==> config.mk <==
export PLATFORM = sky130hd
export DESIGN_NAME = hdlc_rx_buff_p
export DESIGN_NICKNAME = d
export VERILOG_FILES = /design/src/rtl/hdlc_rx_buff_p.sv
export SDC_FILE = /design/constraint.sdc
export NUM_CORES = 1
export LEC_CHECK = 0
export ABC_CLOCK_PERIOD_IN_PS = 3150
export BUFFER_PORTS_ARGS = -buffer_cell sky130_fd_sc_hd__buf_2
export CAP_MARGIN = 10
export CORE_MARGIN = 2
export CORE_UTILIZATION = 35
export CTS_CLUSTER_DIAMETER = 200
export DETAILED_ROUTE_END_ITERATION = 8
export GPL_TIMING_DRIVEN = 0
export HOLD_SLACK_MARGIN = 0.08
export PLACE_DENSITY = 0.45
export SETUP_SLACK_MARGIN = 0.15
export SKIP_CTS_REPAIR_TIMING = 1
export SYNTH_ARGS = -nofsm -noshare
export SYNTH_HDL_FRONTEND = slang
export SYNTH_SLANG_ARGS = --single-unit
==> constraint.sdc <==
create_clock -name Clk -period 3.15 [get_ports Clk]
set_input_delay 0.1575 -clock Clk [delete_from_list [all_inputs] [get_ports Clk]]
set_output_delay 0.1575 -clock Clk [all_outputs]
set_load 0.02 [all_outputs]
==> src/rtl/hdlc_rx_buff_p.sv <==
// hdlc_rx_buff_p: HDLC receive frame buffer. The write side stores received
// words into a frame bank and hands complete, FCS-clean frames to the read side,
// which presents one frame at a time to the CPU.
// Optional macro HDLC_RX_BUFF_PINGPONG_EN: two banks operate as an in-order
// queue. When the macro is undefined (the default), a single bank is built.
module hdlc_rx_buff_p #(
    parameter int unsigned DATA_W    = 8,
    parameter int unsigned DEPTH     = 128,
    parameter int unsigned FCS_BYTES = 2,
    parameter int unsigned SIZE_W    = $clog2(DEPTH + 1)
) (
    input  logic              Clk,
    input  logic              Rst,
    input  logic              Rx_WrBuff,
    input  logic [DATA_W-1:0] Rx_Data,
    input  logic              Rx_EoF,
    input  logic              Rx_FCSerr,
    input  logic              Rx_FrameError,
    input  logic              Rx_AbortSignal,
    input  logic              Rx_Drop,
    input  logic              Rx_RdBuff,
    output logic [DATA_W-1:0] Rx_DataBuffOut,
    output logic              Rx_Ready,
    output logic [SIZE_W-1:0] Rx_FrameSize,
    output logic              Rx_Overflow
);

`ifdef HDLC_RX_BUFF_PINGPONG_EN
    localparam int unsigned NB       = 2;
    localparam logic        BANK_TGL = 1'b1;
`else
    localparam int unsigned NB       = 1;
    localparam logic        BANK_TGL = 1'b0;
`endif
    localparam int unsigned AW = (DEPTH > 1) ? $clog2(DEPTH) : 1;

    localparam logic [1:0] W_IDLE  = 2'd0;
    localparam logic [1:0] W_FILL  = 2'd1;
    localparam logic [1:0] W_OVF   = 2'd2;
    localparam logic [1:0] W_WAIT  = 2'd3;
    localparam logic       R_EMPTY = 1'b0;
    localparam logic       R_READY = 1'b1;

    logic [DATA_W-1:0] r_mem [NB][DEPTH];

    logic [1:0]        r_wstate;
    logic [SIZE_W-1:0] r_wcnt;
    logic              r_wbank;
    logic [NB-1:0]     r_full;
    logic [SIZE_W-1:0] r_size [NB];
    logic [NB-1:0]     r_ovf;

    logic              r_rstate;
    logic              r_rbank;
    logic [SIZE_W-1:0] r_rdptr;
    logic [DATA_W-1:0] r_dout;
    logic [SIZE_W-1:0] r_frame_size;
    logic              r_overflow;

    logic [1:0]        w_wstate_nxt;
    logic [SIZE_W-1:0] w_wcnt_nxt;
    logic [SIZE_W-1:0] w_eff_cnt;
    logic              w_wr_en;
    logic              w_ovf_end;
    logic              w_deliver;
    logic              w_rstate_nxt;
    logic              w_rd_en;
    logic              w_release;

    // Write FSM next state: word acceptance, overflow and end-of-frame decision
    always_comb begin
        w_wstate_nxt = r_wstate;
        w_wr_en      = 1'b0;
        w_ovf_end    = 1'b0;
        w_deliver    = 1'b0;
        case (r_wstate)
            W_IDLE: begin
                if (Rx_WrBuff) begin
                    if (r_full[r_wbank]) begin
                        w_wstate_nxt = W_WAIT;
                    end else begin
                        w_wr_en      = 1'b1;
                        w_wstate_nxt = W_FILL;
                    end
                end
            end
            W_FILL: begin
                if (Rx_WrBuff) begin
                    if (r_wcnt == SIZE_W'(DEPTH)) begin
                        w_wstate_nxt = W_OVF;
                        w_ovf_end    = 1'b1;
                    end else begin
                        w_wr_en = 1'b1;
                    end
                end
            end
            W_OVF:   w_ovf_end = 1'b1;
            default: ;
        endcase
        // A word written alongside EoF counts toward the frame size
        w_eff_cnt  = w_wr_en ? (r_wcnt + SIZE_W'(1)) : r_wcnt;
        w_wcnt_nxt = w_eff_cnt;
        if (Rx_FrameError || Rx_AbortSignal) begin
            w_wstate_nxt = W_IDLE;
            w_wr_en      = 1'b0;
            w_wcnt_nxt   = '0;
        end else if (Rx_EoF) begin
            w_wstate_nxt = W_IDLE;
            w_wcnt_nxt   = '0;
            w_deliver    = (r_wstate != W_WAIT) && !Rx_FCSerr &&
                           (w_eff_cnt > SIZE_W'(FCS_BYTES));
        end
    end

    // Write FSM state, fill count and per-bank frame descriptors
    always_ff @(posedge Clk) begin
        if (Rst) begin
            r_wstate <= W_IDLE;
            r_wcnt   <= '0;
            r_wbank  <= 1'b0;
            r_ovf    <= '0;
            for (int i = 0; i < NB; i++) r_size[i] <= '0;
        end else begin
            r_wstate <= w_wstate_nxt;
            r_wcnt   <= w_wcnt_nxt;
            if (w_deliver) begin
                r_size[r_wbank] <= w_eff_cnt - SIZE_W'(FCS_BYTES);
                r_ovf[r_wbank]  <= w_ovf_end;
                r_wbank         <= r_wbank ^ BANK_TGL;
            end
        end
    end

    // Frame RAM write port, no reset needed
    always_ff @(posedge Clk) begin
        if (w_wr_en) r_mem[r_wbank][AW'(r_wcnt)] <= Rx_Data;
    end

    // Bank ownership: set by a delivered frame, cleared on read-side release
    always_ff @(posedge Clk) begin
        if (Rst) begin
            r_full <= '0;
        end else begin
            if (w_deliver) r_full[r_wbank] <= 1'b1;
            if (w_release) r_full[r_rbank] <= 1'b0;
        end
    end

    // Read FSM next state: present, read out and release the oldest bank
    always_comb begin
        w_rstate_nxt = r_rstate;
        w_rd_en      = 1'b0;
        w_release    = 1'b0;
        case (r_rstate)
            R_EMPTY: begin
                if (r_full[r_rbank]) w_rstate_nxt = R_READY;
            end
            default: begin
                if (Rx_Drop) begin
                    w_release    = 1'b1;
                    w_rstate_nxt = R_EMPTY;
                end else if (Rx_RdBuff) begin
                    w_rd_en = 1'b1;
                    if ((r_rdptr + SIZE_W'(1)) == r_frame_size) begin
                        w_release    = 1'b1;
                        w_rstate_nxt = R_EMPTY;
                    end
                end
            end
        endcase
    end

    // Read FSM state, read pointer and registered outputs
    always_ff @(posedge Clk) begin
        if (Rst) begin
            r_rstate     <= R_EMPTY;
            r_rbank      <= 1'b0;
            r_rdptr      <= '0;
            r_dout       <= '0;
            r_frame_size <= '0;
            r_overflow   <= 1'b0;
        end else begin
            r_rstate <= w_rstate_nxt;
            if (w_rd_en) begin
                r_dout  <= r_mem[r_rbank][AW'(r_rdptr)];
                r_rdptr <= r_rdptr + SIZE_W'(1);
            end
            if (w_release) begin
                r_rdptr      <= '0;
                r_rbank      <= r_rbank ^ BANK_TGL;
                r_frame_size <= '0;
                r_overflow   <= 1'b0;
            end else if ((r_rstate == R_EMPTY) && r_full[r_rbank]) begin
                r_frame_size <= r_size[r_rbank];
                r_overflow   <= r_ovf[r_rbank];
            end
        end
    end

    assign Rx_DataBuffOut = r_dout;
    assign Rx_Ready       = (r_rstate == R_READY);
    assign Rx_FrameSize   = r_frame_size;
    assign Rx_Overflow    = r_overflow;

endmodule
==> results.md <==
* Total iterations of the first detailed-routing run at 5
* Main synth FF type: edfxtp_1
* GR Util All Layers at 19.5%
* Grt total ovfl at 0
* DRC viols at 0
* Arr. time, crit path at slightly below 4 ns
* Fin nets at 2,514
* Min Tclk post-route at 3.26 ns
* Worst-Margin Slew at 1.48 ns
* Die Ht at 352 µm
* Rel. slew slack at 1.64%
* Violated checks: negative setup slack
* RePlAce Congestion at 0.860
* # IOs at 35
* Post-DRT Antenna Nets at 0
* Synth Cell Area at approximately 0.042 mm²
* Port bufs at 33
* Hold Path Class: in2reg
* Final worst setup slack at -0.109 ns
* Area of the core at 0.120 mm²
* CTS Buf Count at 116
* Clk_skew at 0.0293 ns
* Leakage Power at approximately 15 nW
* Antenna cells at 0
* Critical path class: reg2reg
* Post-synth EDFFs at 1,032
* Vias per cell at approximately 5.4
* Status: complete, but fails checks
* Worst IR Drop VDD at 424 µV
* Power density cells at 571 mW/mm²
* Wire per inst at between 20 and 30 µm
* Die ar. at 0.124 mm²
* Post-Syn Nets at 2,298
* Skew-Pair Late Insertion Delay at 0.71 ns
* Final WL at 124,000 µm
* Die extent in x at about 350 µm
* Worst Setup End Kind: flop
* Vias in the first global route at 22,700
* RSZ-0062 raised after global routing: yes
* Register area share after synthesis at 74.9%
* First-pass GRT wire length at 172,000 µm
* Cells after Synth at 2,273
* Commonest non-fill, non-tap cell in the layout: edfxtp_1
* Antenna violations before repair at 4
* Clk sink count at 1,070
* # rows at 127
* Slew Limit Fails at 0
* Util after Layout at between 40% and 50%
* HPWL Detailed at 81,600 µm
* Area delta synth->final at 19.0%
* DR vias at approximately 23,000
* Worst-path maximum fanout at 10
* Worst setup path start: r_rdptr[0]$_SDFFE_PP0P_
* Crit path required time at 3.74 ns
* Maxcap violations at 0
* Largest net degree at the start of global routing at a little under 100
* H-Tree Depth at 3
* CTS Root Cell: clkbuf_16
* Share of flip-flops with an asynchronous set or reset at 0%
* Ratio of cells with drive above 1 in the final layout at 28.8%
* Syn. warnings at 0
* CP startpoint kind: flop
* Initial core utilization at 35.3%
* Clock transition at the registers of the reported paths at 0.06 ns
* Most frequent cells in the layout: edfxtp_1 (1,032), mux4_2 (180), mux2i_1 (140), clkbuf_16 (120), nor2_4 (90)
* Final setup viols at 6
* Overall power at 28.8 mW
* Tcrit/Tclk final at 103%
* FF+latch count, synth at 1,070
* CTS tree: yes
* CTS Buffer Depth at 3
* Yosys cell types at 63
* Worst min-delay path startpoint: Rx_FrameError
* Final Hold Fails at 0
* DRT iter0 DRCs at 2,233
* Placed Area at around 0.045 mm²
* Worst R2R Start: r_rdptr[0]$_SDFFE_PP0P_
* Maximum clock rate at 307 MHz
* Fin area at 0.0505 mm²
* Post-Syn Area per Cell at 18.7 µm²
## critical path, stage by stage (launching register included)
cell and delay, ns:
dfxtp_1 0.33, buf_2 0.18, buf_4 0.32, clkbuf_4 0.41, mux4_2 0.58, a22oi_1 0.29, a21oi_1 0.25, nand4b_1 0.43
o211a_1 0.33
## flip-flops by register name (all words and copies together) (netlist names)
signal          cells
Rx_DataBuffOut      8
Rx_FrameSize        8
Rx_Overflow         1
Rx_Ready            1
r_full              1
r_mem            1024
r_ovf               1
r_rdptr             8
r_size              8
r_wcnt              8
r_wstate            2
## cells in the mapped netlist, types with 8 or more instances
cell | number | share of area (%)
a2111oi_0 | 15 | 0.31
a21oi_1 | 61 | 0.72
a221oi_1 | 17 | 0.35
a22oi_1 | 40 | 0.71
a311oi_1 | 8 | 0.17
a31oi_1 | 17 | 0.25
and3_1 | 12 | 0.18
buf_1 | 11 | 0.097
buf_2 | 48 | 0.57
buf_4 | 18 | 0.32
clkbuf_1 | 43 | 0.38
dfxtp_1 | 38 | 1.8
edfxtp_1 | 1032 | 73
ha_1 | 8 | 0.24
inv_1 | 11 | 0.097
mux2_2 | 60 | 1.6
mux2i_1 | 140 | 3.3
mux4_2 | 180 | 9.6
nand2_1 | 93 | 0.82
nand2b_1 | 8 | 0.12
nand3_1 | 27 | 0.32
nand4_1 | 14 | 0.21
nor2_1 | 190 | 1.7
nor2b_1 | 17 | 0.25
nor3_1 | 16 | 0.19
o21ai_0 | 15 | 0.18
o21bai_1 | 8 | 0.14
o22ai_1 | 31 | 0.46
xnor2_1 | 11 | 0.23
xor2_1 | 15 | 0.31
## cell type report
class,instances,area [µm²]
plain buffers,126,871
clock inverters,63,469
inverters,12,47.5
fillers,10700,69700
well taps,1612,2020
repair buffers,98,1240
multi-input cells,1065,11000
flip-flops and latches,1070,31800
clock buffers,147,3070
## cells by family (layout without fill, tap and decap cells)
| family | Yosys count | after routing | synth area share [%] |
|---|---|---|---|
| buf+inv | 138 | 446 | 1.63 |
| xor+xnor | 26 | 26 | 0.537 |
| compound gates | 245 | 245 | 3.97 |
| mux | 380 | 380 | 14.5 |
| fa+ha+maj | 8 | 8 | 0.236 |
| simple gates | 406 | 406 | 4.32 |
| flops | 1070 | 1070 | 74.9 |
## per-layer routing
metal  wire [µm]  GRT usage [%]  share of wire (%)
met1       55800           27.6                 45
met2       59200           31.7                 48
met3        6180           3.14                5.0
met4        3080           4.67                2.5
met5           9              0             0.0072
## stage by stage
stage               instances  setup TNS [ns]  setup slack [ns]  hold WS [ns]
floorplan                2273               0             0.293         0.256
global placement         3918         -781.49             -1.22         0.454
detailed placement       3927         -848.91             -1.35         0.465
CTS                      4137         -883.49             -1.40        -0.257
global route             4193          -0.576            -0.103         0.155
finish                   4193          -0.318            -0.109         0.173
## path summary, 6_finish.rpt
path | slack [ns] | cells past startpoint | end
hold / removal | 0.17 | 4 | r_size[0][6]$_SDFFCE_PN0P_
setup reg to reg | -0.11 | 8 | Rx_DataBuffOut[5]$_SDFFE_PP0P_
hold reg to reg | 0.47 | 2 | Rx_Overflow$_SDFFE_PP0P_
setup / recovery | -0.11 | 8 | Rx_DataBuffOut[5]$_SDFFE_PP0P_
## where the power goes
part / internal [mW] / leakage [nW] / switching, mW
combinational: 0.0831 / 3.90 / 0.318
clock: 7.19 / 1.73 / 5.60
sequential: 15.6 / 9.59 / 0.00268
total: 22.9 / 15.2 / 5.93
Note: power is estimated with default switching activity, not from simulation.
